## src/rtl/vga_timing_pkg.sv

```systemverilog
// vga_timing_pkg
//   Shared 640x480@60 timing constants (also used by the VGA generator side),
//   counter width, lock state encoding and a saturating increment helper.
//   No ports; import with "import vga_timing_pkg::*;".
package vga_timing_pkg;

  localparam int CNT_W = 10;

  localparam int VGA_H_TOTAL     = 800;
  localparam int VGA_V_TOTAL     = 525;
  localparam int VGA_H_DAT_BEGIN = 143;
  localparam int VGA_H_DAT_END   = 783;
  localparam int VGA_V_DAT_BEGIN = 34;
  localparam int VGA_V_DAT_END   = 514;
  localparam int VGA_LOCK_FRAMES = 2;

  localparam logic [CNT_W-1:0] CNT_MAX = '1;

  typedef enum logic [1:0] {
    SEARCH,
    ALIGN,
    CHECK,
    LOCKED
  } lock_state_t;

  // Counters and measurements stick at the top value instead of wrapping,
  // so a lost sync shows up as a pinned 1023 rather than a bogus small count.
  function automatic logic [CNT_W-1:0] sat_inc(input logic [CNT_W-1:0] v);
    return (v == CNT_MAX) ? v : v + CNT_W'(1);
  endfunction

endpackage

```

## src/rtl/vga_sync_sampler.sv

```systemverilog
// vga_sync_sampler
//   Registers the active-low hsync/vsync inputs once per pixel strobe and
//   reports their falling edges for the current sample.
// Ports:
//   clk, rst      clock, asynchronous active-high reset
//   pix_en        pixel strobe; registers only move when high
//   hsync, vsync  raw active-low sync inputs
//   hs_fall       hsync falls on this pixel (already qualified by pix_en)
//   vs_fall       vsync falls on this pixel (already qualified by pix_en)
module vga_sync_sampler (
  input  logic clk,
  input  logic rst,
  input  logic pix_en,
  input  logic hsync,
  input  logic vsync,
  output logic hs_fall,
  output logic vs_fall
);

  logic hs_q;
  logic vs_q;

  // Previous-sample history resets to the idle (high) level so a sync that is
  // already low when reset is released still registers as a falling edge.
  always_ff @(posedge clk or posedge rst) begin
    if (rst) begin
      hs_q <= 1'b1;
      vs_q <= 1'b1;
    end else if (pix_en) begin
      hs_q <= hsync;
      vs_q <= vsync;
    end
  end

  assign hs_fall = pix_en & hs_q & ~hsync;
  assign vs_fall = pix_en & vs_q & ~vsync;

endmodule

```

## src/rtl/vga_sync_decoder.sv

```systemverilog
// vga_sync_decoder
//   Receive side of a VGA link: recovers line/frame timing from hsync/vsync,
//   measures line length and frame height, runs a lock FSM and emits
//   active-area pixels with x/y coordinates once locked.
// Ports:
//   clk, rst      clock, asynchronous active-high reset
//   pix_en        pixel strobe; all state advances only when high
//   hsync, vsync  active-low syncs
//   rgb [2:0]     pixel colour
//   pix_valid     x/y/pix_rgb carry an active pixel (only while locked)
//   pix_rgb [2:0] captured colour
//   x, y [9:0]    active-area column / row
//   frame_start   one-clock pulse with the x=0,y=0 pixel
//   locked        timing lock status
//   line_len      last measured line length in pixels
//   frame_lines   last measured frame length in lines
module vga_sync_decoder
  import vga_timing_pkg::*;
#(
  parameter int H_TOTAL     = VGA_H_TOTAL,
  parameter int V_TOTAL     = VGA_V_TOTAL,
  parameter int H_DAT_BEGIN = VGA_H_DAT_BEGIN,
  parameter int H_DAT_END   = VGA_H_DAT_END,
  parameter int V_DAT_BEGIN = VGA_V_DAT_BEGIN,
  parameter int V_DAT_END   = VGA_V_DAT_END,
  parameter int LOCK_FRAMES = VGA_LOCK_FRAMES
) (
  input  logic             clk,
  input  logic             rst,
  input  logic             pix_en,
  input  logic             hsync,
  input  logic             vsync,
  input  logic [2:0]       rgb,
  output logic             pix_valid,
  output logic [2:0]       pix_rgb,
  output logic [CNT_W-1:0] x,
  output logic [CNT_W-1:0] y,
  output logic             frame_start,
  output logic             locked,
  output logic [CNT_W-1:0] line_len,
  output logic [CNT_W-1:0] frame_lines
);

  localparam logic [CNT_W-1:0] H_TOTAL_C = CNT_W'(H_TOTAL);
  localparam logic [CNT_W-1:0] V_TOTAL_C = CNT_W'(V_TOTAL);
  localparam logic [CNT_W-1:0] H_BEGIN_C = CNT_W'(H_DAT_BEGIN);
  localparam logic [CNT_W-1:0] H_END_C   = CNT_W'(H_DAT_END);
  localparam logic [CNT_W-1:0] V_BEGIN_C = CNT_W'(V_DAT_BEGIN);
  localparam logic [CNT_W-1:0] V_END_C   = CNT_W'(V_DAT_END);
  localparam logic [2:0]       LOCK_C    = 3'(LOCK_FRAMES);

  logic             hs_fall;
  logic             vs_fall;

  logic [CNT_W-1:0] h_cnt;
  logic [CNT_W-1:0] v_cnt;
  logic             vs_pend;
  logic             line_err;
  logic [2:0]       good_cnt;
  lock_state_t      state;

  logic             pending;
  logic [CNT_W-1:0] h_meas;
  logic [CNT_W-1:0] v_meas;
  logic [CNT_W-1:0] p;
  logic [CNT_W-1:0] l;
  logic             frame_bnd;
  logic             line_bad;
  logic             frame_ok;

  lock_state_t      state_next;
  logic [2:0]       good_next;
  logic             locked_next;
  logic             pv_next;
  logic             fs_next;

  vga_sync_sampler u_sampler (
    .clk     (clk),
    .rst     (rst),
    .pix_en  (pix_en),
    .hsync   (hsync),
    .vsync   (vsync),
    .hs_fall (hs_fall),
    .vs_fall (vs_fall)
  );

  // Position of the current sample. A vsync edge arriving on the same sample
  // as the hsync edge already counts as pending, so the line that starts here
  // is line 0 of the new frame.
  always_comb begin
    pending   = vs_pend | vs_fall;
    h_meas    = sat_inc(h_cnt);
    v_meas    = sat_inc(v_cnt);
    p         = hs_fall ? '0 : h_meas;
    l         = v_cnt;
    if (hs_fall) begin
      l = pending ? '0 : v_meas;
    end
    frame_bnd = hs_fall & pending;
    line_bad  = hs_fall & (h_meas != H_TOTAL_C);
    frame_ok  = (v_meas == V_TOTAL_C) && !line_err && !line_bad;
  end

  // Lock FSM next state. Losing hsync (h_cnt pinned at 1023) overrides
  // everything and restarts the search from scratch.
  always_comb begin
    state_next = state;
    good_next  = good_cnt;
    if (pix_en) begin
      case (state)
        SEARCH: begin
          if (hs_fall) begin
            state_next = ALIGN;
          end
        end
        ALIGN: begin
          if (frame_bnd) begin
            state_next = CHECK;
            good_next  = '0;
          end
        end
        CHECK: begin
          if (frame_bnd) begin
            if (frame_ok) begin
              good_next = good_cnt + 3'd1;
              if (good_cnt + 3'd1 == LOCK_C) begin
                state_next = LOCKED;
              end
            end else begin
              good_next = '0;
            end
          end
        end
        LOCKED: begin
          if (line_bad || (frame_bnd && !frame_ok)) begin
            state_next = CHECK;
            good_next  = '0;
          end
        end
        default: begin
          state_next = SEARCH;
          good_next  = '0;
        end
      endcase
      if (p == CNT_MAX) begin
        state_next = SEARCH;
        good_next  = '0;
      end
    end
  end

  // Output decisions use the post-update lock state so locked and pixel
  // output change on the same edge that decides them.
  always_comb begin
    locked_next = (state_next == LOCKED);
    pv_next     = locked_next &&
                  (p >= H_BEGIN_C) && (p < H_END_C) &&
                  (l >= V_BEGIN_C) && (l < V_END_C);
    fs_next     = pv_next && (p == H_BEGIN_C) && (l == V_BEGIN_C);
  end

  // Counters, measurements and FSM registers. The first hs_fall out of
  // SEARCH closes a partial line, so it is not stored as a measurement, and
  // frame height is only trusted once a full frame has been seen in CHECK.
  always_ff @(posedge clk or posedge rst) begin
    if (rst) begin
      h_cnt       <= '0;
      v_cnt       <= '0;
      vs_pend     <= 1'b0;
      line_err    <= 1'b0;
      good_cnt    <= '0;
      state       <= SEARCH;
      line_len    <= '0;
      frame_lines <= '0;
    end else if (pix_en) begin
      h_cnt    <= p;
      state    <= state_next;
      good_cnt <= good_next;
      if (hs_fall) begin
        v_cnt   <= l;
        vs_pend <= 1'b0;
        if (state != SEARCH) begin
          line_len <= h_meas;
        end
      end else if (vs_fall) begin
        vs_pend <= 1'b1;
      end
      if (frame_bnd) begin
        line_err <= 1'b0;
        if (state == CHECK || state == LOCKED) begin
          frame_lines <= v_meas;
        end
      end else if (line_bad) begin
        line_err <= 1'b1;
      end
    end
  end

  // Registered output stage. Strobes drop on idle clocks; coordinates and
  // colour hold their last active value.
  always_ff @(posedge clk or posedge rst) begin
    if (rst) begin
      locked      <= 1'b0;
      pix_valid   <= 1'b0;
      frame_start <= 1'b0;
      x           <= '0;
      y           <= '0;
      pix_rgb     <= '0;
    end else if (pix_en) begin
      locked      <= locked_next;
      pix_valid   <= pv_next;
      frame_start <= fs_next;
      if (pv_next) begin
        x       <= p - H_BEGIN_C;
        y       <= l - V_BEGIN_C;
        pix_rgb <= rgb;
      end
    end else begin
      pix_valid   <= 1'b0;
      frame_start <= 1'b0;
    end
  end

endmodule
```

## config.mk

```make
export PLATFORM = sky130hd
export DESIGN_NAME = vga_sync_decoder
export DESIGN_NICKNAME = d
export VERILOG_FILES = /design/src/rtl/vga_timing_pkg.sv /design/src/rtl/vga_sync_sampler.sv /design/src/rtl/vga_sync_decoder.sv
export SDC_FILE = /design/constraint.sdc
export NUM_CORES = 1
export LEC_CHECK = 0
export ABC_CLOCK_PERIOD_IN_PS = 3800
export CAP_MARGIN = 5
export CORE_AREA = 2 2 93 95
export CTS_BUF_LIST = sky130_fd_sc_hd__clkbuf_16
export DETAILED_ROUTE_END_ITERATION = 6
export DIE_AREA = 0 0 95 97
export PLACE_DENSITY = 0.78
export SLEW_MARGIN = 40
export SYNTH_ARGS = -nofsm -noshare
export SYNTH_HDL_FRONTEND = slang
export SYNTH_SLANG_ARGS = --single-unit
```

## constraint.sdc

```tcl
create_clock -name clk -period 3.8 [get_ports clk]
set_input_delay 0.38 -clock clk [delete_from_list [all_inputs] [get_ports clk]]
set_output_delay 0.38 -clock clk [all_outputs]
set_load 0.05 [all_outputs]
```

# ---- After elaboration in Yosys (flattened, before gate mapping)
# Index checks and enable logic that the tools add are counted.
dict set report totals {
  ff_bits 75
  inputBits 8
  out_inout_bits 46
  word_cells 101
}
dict set report classes {
  add_sub_neg 5
  order_cmp 4
  eq_ne 15
  muxes 26
  bitwise 9
  n_reduce_logical 26
}
# operator n
set ops {}
lappend ops {{$mux 10} 5}
lappend ops {{$eq 10x10->1 const B} 4}
lappend ops {{$add 10x1->10 const B} 2}
lappend ops {{$lt 10x10->1 const B} 2}
lappend ops {{$mux 2} 8}
lappend ops {{$mux 3} 5}
lappend ops {{$eq 10x6->1 const B} 1}
lappend ops {{$eq 10x8->1 const B} 1}
lappend ops {{$ge 10x6->1 const B} 1}
lappend ops {{$ge 10x8->1 const B} 1}
lappend ops {{$ne 10x10->1 const B} 1}
lappend ops {{$sub 10x6->10 const B} 1}
lappend ops {{$sub 10x8->10 const B} 1}
lappend ops {{$logic_and 1x1->1} 9}
lappend ops {{$ne 3x3->1 const B} 3}
lappend ops {{$pmux 3 s3} 1}
lappend ops {{$pmux 2 s4} 1}
lappend ops {{$reduce_and 2->1} 4}
lappend ops {{$and 1x1->1} 6}
lappend ops {{$eq 2x2->1 const B} 3}
lappend ops {{$mux 1} 6}
lappend ops {{$reduce_and 3->1} 2}
lappend ops {{$reduce_bool 2->1} 3}
lappend ops {{$reduce_and 5->1} 1}
lappend ops {{other kinds (9)} 13}

# ---- Depth between registers and ports, before layout
dict set report depth {
  ltp_word 21
  depth_mapped 14
}

# ---- Cells and area by module
# Synthesis repeated with hierarchy kept, for this count alone.
dict set report unflattened {
  hier_cells 522
  hier_area_um2 4885.9
}
# module n_inst cells_each area_each_um2 seq_area_each_um2
set modules_own_cells {}
lappend modules_own_cells {vga_sync_decoder 1 515 4787.1 1826.8}
lappend modules_own_cells {vga_sync_sampler 1 7 98.8 52.6}

# ---- Worst setup path after synthesis
# OpenSTA, ideal clock, no wires.
dict set report synth_path {
  kind {flip-flop to flip-flop}
  startpoint {reg h_cnt[1]}
  endpoint {reg pix_rgb[0]}
  arrival_ps 3355
  required_ps 3675
  setup_slack_ps 319
  stages_incl_launch_ff 15
  n_path_buf 3
  path_cell_list {dfrtp_1 -> ha_1 -> and2_1 -> buf_6 -> and3_1 -> clkbuf_1 -> xnor2_1 -> and2_1 -> ha_1 -> and3_4 -> or4_1 -> a32oi_1 -> nand4b_4 -> buf_6 -> mux2_4}
}
# element line_no
set synth_rtl {}
lappend synth_rtl {{from (decl)} vga_sync_decoder.sv:55} ;# logic [CNT_W-1:0] h_cnt;
lappend synth_rtl {{from (signal assigned)} vga_sync_decoder.sv:176} ;# h_cnt <= p;
lappend synth_rtl {{$eq 10x10->1 (*)} vga_timing_pkg.sv:29} ;# return (v == CNT_MAX) ? v : v + CNT_W'(1);
lappend synth_rtl {{$mux 10 (*)} vga_timing_pkg.sv:29}
lappend synth_rtl {{$mux 10 (*)} vga_sync_decoder.sv:94} ;# p = hs_fall ? '0 : h_meas;
lappend synth_rtl {{named net p[0]} vga_sync_decoder.sv:65} ;# logic [CNT_W-1:0] p;
lappend synth_rtl {{$eq 10x10->1} vga_sync_decoder.sv:145} ;# if (p == CNT_MAX) begin
lappend synth_rtl {{$mux 2} vga_sync_decoder.sv:145}
lappend synth_rtl {{$mux 2} vga_sync_decoder.sv:109} ;# if (pix_en) begin
lappend synth_rtl {{$eq 2x2->1} vga_sync_decoder.sv:155} ;# locked_next = (state_next == LOCKED);
lappend synth_rtl {{$logic_and 1x1->1} vga_sync_decoder.sv:156} ;# pv_next = locked_next &&
lappend synth_rtl {{$logic_and 1x1->1 (*) (2 in a row)} vga_sync_decoder.sv:157} ;# (p >= H_BEGIN_C) && (p < H_END_C) &&
lappend synth_rtl {{$logic_and 1x1->1 (*)} vga_sync_decoder.sv:158} ;# (l >= V_BEGIN_C) && (l < V_END_C);
lappend synth_rtl {{$reduce_and 2->1 (no source line) (*)} -}
lappend synth_rtl {{to (signal assigned)} vga_sync_decoder.sv:216} ;# pix_rgb <= rgb;
lappend synth_rtl {{to (decl)} vga_sync_decoder.sv:35} ;# output logic [2:0] pix_rgb,
# Mark *: on every way through the listed nets, which the timed path passes. The rest lies on a longest branch.
# A chain may end at the register's enable or synchronous reset.

# ---- Worst setup path after layout
dict set report layout_path {
  startpoint {reg v_cnt[0]}
  endpoint {reg x[3]}
}
# element line_no
set layout_rtl {}
lappend layout_rtl {{from (decl)} vga_sync_decoder.sv:56} ;# logic [CNT_W-1:0] v_cnt;
lappend layout_rtl {{from (signal assigned)} vga_sync_decoder.sv:180} ;# v_cnt <= l;
lappend layout_rtl {{$add 10x1->10 / $eq 10x10->1 (equally long branches)} vga_timing_pkg.sv:29}
lappend layout_rtl {{$mux 10 (*)} vga_timing_pkg.sv:29}
lappend layout_rtl {{$mux 10 (*)} vga_sync_decoder.sv:97} ;# l = pending ? '0 : v_meas;
lappend layout_rtl {{$mux 10 (*)} vga_sync_decoder.sv:96} ;# if (hs_fall) begin
lappend layout_rtl {{named net l[1]} vga_sync_decoder.sv:66} ;# logic [CNT_W-1:0] l;
lappend layout_rtl {{$ge 10x6->1} vga_sync_decoder.sv:158}
lappend layout_rtl {{$logic_and 1x1->1} vga_sync_decoder.sv:157}
lappend layout_rtl {{$logic_and 1x1->1 (*)} vga_sync_decoder.sv:158}
lappend layout_rtl {{$reduce_and 2->1 (no source line) (*)} -}
lappend layout_rtl {{to (signal assigned)} vga_sync_decoder.sv:214} ;# x <= p - H_BEGIN_C;
lappend layout_rtl {{to (decl)} vga_sync_decoder.sv:36} ;# output logic [CNT_W-1:0] x,
# Marks and branches as above.

==> results.toml <==
[critical_path]
timing.critical_path.to_type = "register"
critical_path.reg2reg.endpoint = "x[3]$_DFFE_PP0P_"
worst-endpoint-required_ns = 4.03
worst_ep_arrival_time_ns = 3.86
rr_startpoint = "v_cnt[0]$_DFFE_PP0P_"
rr_worst_depth = 13
worstSetupPathType = "reg -> reg"
setup.reg_to_reg.worst_slack_ns = 0.17
worstSetupStartpointType = "register"
critical_path_peak_fanout = 25

[placed_design]
hpwlAfterDp_mm = 8.31
finalWeightedCongestion = 0.917
dpl_worst_slack_ns = 0.219
port-buffer-count = 53
placed_area_sq_um = 5270

[route]
drt-wirelength-per-cell_um = 18.6
routed-via-count = 3939
route.final.wire_length_mm = 11.7
antenna_violating_nets_post_route = 0
route.detailed.drc = 0
first_pass_iteration_count_of_the_detailed_router = 6
detail_route.iter0.violations = 531
drt-vias-per-instance = 6.25

[cells_and_area]
final_design_area_no_fill_sq_um = 5590
layout.cells.most_common = "dfrtp_1"
fin_nets = 535
area_delta_synth_final_pct = 21.3
antenna_cells_inserted = 0
share_of_cells_above_drive_strength_1_pct = 17.7
mostFrequentLayoutCells = "dfrtp_1, clkdlybuf4s50_1, nand2_1, o21ai_0, nor2_1"
final_core_util_pct = 68.8

[clock_network]
tritoncts = "built"
clk_path_buf_depth = 2
number_of_cts_inserted_buffers = 9
clkLatencyLatePin_ns = 0.34
h-tree-depth = 3
post-cts-setup-buffer-count = 0
post_cts_hold_buffer_count = 0
cts_root_buf = "clkbuf_16"
clkTransAtPathRegs_ns = 0.06
tritoncts_num_sinks = 75
post_cts_resize_count = 0

[synth]
synth.top_cell.area_share_pct = 39.6
syn_nets = 478
yosysTopAreaCell = "dfrtp_1"
synth-async-reset-ratio_pct = 100
number_of_flops_mapped_to_enable_cells_by_yosys = 0
synthCells = 463
yosys.cell_types.count = 76
synth.area.top_cells = "dfrtp_1, mux2_4, mux2_2"
post_synth_instance_area_sq_um = 4610
synth_flop_cell = "dfrtp_1"
ys_seq_area_share_pct = 40.8
synth.avg_cell_area_sq_um = 9.96
ys_seq_elements = 75
yosysWarnings = 0

[sta]
period_needed_ns = 3.63
fin_hold_ws_ns = 0.449
finalClockSkew_ns = 0.00812
setup-tns-final_ns = 0
worst_slew_pin_slew_ns = 0.679
setup_repair_after_global_routing_missed_its_margin = "no"
max-slew-margin-rel_pct = 54.4
max_frequency_mhz = 276
setup_viol = 0
report.final.hold_viol_count = 0
final-max-slew-violation-count = 0
final_critical_path_setup_slack_ns = 0.173
final_min_period_over_clock_period_pct = 95.4

[grt]
globalRoute.totalOverflow = 0
grt_start_max_net_pins = 46
grt_pass1_vias = 3726
first_pass_grt_wire_length_mm = 19.1
grt_usage_pct = 26.2
antenna_found_initial = 0

[power_and_ir_drop]
static-leakage-power_nw = 2.49
pwr-share-clk_pct = 30.5
p_comb_share_pct = 35.9
ir_worst_vdd_uv = 287
total_internal_power_mw = 1.90
sequentialPowerShare_pct = 33.6
switching_power_mw = 1.18
swShare_pct = 38.4
power_density_nw_per_um2 = 551

[hold_path]
hold_path_class = "in -> async"

[floorplan]
top_level_ports = 54
die_width_um = 95
core-area_sq_um = 8130
die-height_um = 97
floorplan.initialDensity_pct = 56.7
die_area_sq_um = 9220
placementRows = 33

[job]
max_cap_viol_count = 0

[status]
run_status = "finished, final reports clean"
## per-layer routing
layer,up-vias,wire (um),global-route usage [%]
met3,27,827,5.53
met1,1894,5620,41.0
met2,180,5040,36.3
li1,1838,-,-
met5,-,0,0
met4,0,229,7.69
## critical path, stage by stage (launching register included)
cell      delay, ns
dfrtp_1        0.54
ha_1           0.39
and4_4         0.34
nand3_1        0.26
o21ai_0        0.48
a22oi_1        0.18
inv_1          0.10
ha_1           0.14
inv_1          0.04
o211ai_1       0.19
a311oi_1       0.13
nand4b_4       0.21
buf_12         0.20
mux2_4         0.31
## how the worst max path moves through the flow
| stage | from | endpoint | slack (ns) |
|---|---|---|---|
| global route | h_cnt[1]$_DFFE_PP0P_ | x[4]$_DFFE_PP0P_ | 0.04 |
| finish | v_cnt[0]$_DFFE_PP0P_ | x[3]$_DFFE_PP0P_ | 0.17 |
| detailed placement | pix_en | y[5]$_DFFE_PP0P_ | 0.22 |
| floorplan | h_cnt[1]$_DFFE_PP0P_ | pix_rgb[0]$_DFFE_PP0P_ | 0.32 |
| CTS | v_cnt[0]$_DFFE_PP0P_ | x[4]$_DFFE_PP0P_ | 0.23 |
| global placement | hsync | y[6]$_DFFE_PP0P_ | 0.31 |
## power by group through the flow
stage | sequential, mW | combinational [mW] | clock [mW]
2_1_floorplan | 1.19 | 0.620 | 0
3_3_place_gp | 1.04 | 1.06 | 0
3_5_place_dp | 1.04 | 1.08 | 0
4_1_cts | 1.03 | 1.10 | 0.944
5_1_grt | 1.05 | 1.18 | 0.986
6_report | 1.04 | 1.11 | 0.940
## state kept, by name, summed over array words and instances (netlist names), 2 cells and up
register,flops
good_cnt,3
line_len,10
frame_lines,10
x,10
v_cnt,10
pix_rgb,3
y,10
state,2
h_cnt,10
## cells in the mapped netlist, drive strengths merged, types with 3 or more instances
cell type and instances:
inv 21, xnor2 8, nor4 4, nand3 12
nand2b 4, nand4b 3, mux2 31, o22ai 4
a21o 5, o2bb2ai 3, and2 8, o21ai 31
o21bai 3, ha 7, dfrtp 73, or4 4
nand4 11, and3 14, clkbuf 10, nor2 28
a31oi 10, a21oi 22, mux2i 7, nand2 35
xor2 6, and4 3, nor3 17, o31ai 13
buf 20
## layout make-up
class / count / area, sq um
Sequential cell: 75 / 1880
Tap cell: 105 / 131
Inverter: 22 / 85.1
Multi-Input combinational cell: 336 / 2440
Timing Repair Buffer: 76 / 728
Clock inverter: 7 / 98.8
Clock buffer: 9 / 225
Fill cell: 628 / 2540
## cells by family (layout without fill, tap and decap cells)
| family | count (synthesis) | count (layout) | synth area share, % |
|---|---|---|---|
| simple gates | 155 | 155 | 18.9 |
| xor+xnor | 14 | 14 | 2.66 |
| fa+ha+maj | 7 | 7 | 1.90 |
| compound gates | 122 | 122 | 19.3 |
| flops | 75 | 75 | 40.8 |
| buf+inv | 52 | 114 | 6.19 |
| mux | 38 | 38 | 10.2 |
## stage by stage
step	power, mW	instances
finish	3.08	630
global placement	2.10	614
CTS	3.07	630
global route	3.22	630
detailed placement	2.13	614
floorplan	1.81	463
Power figures use the tool's default switching activity.
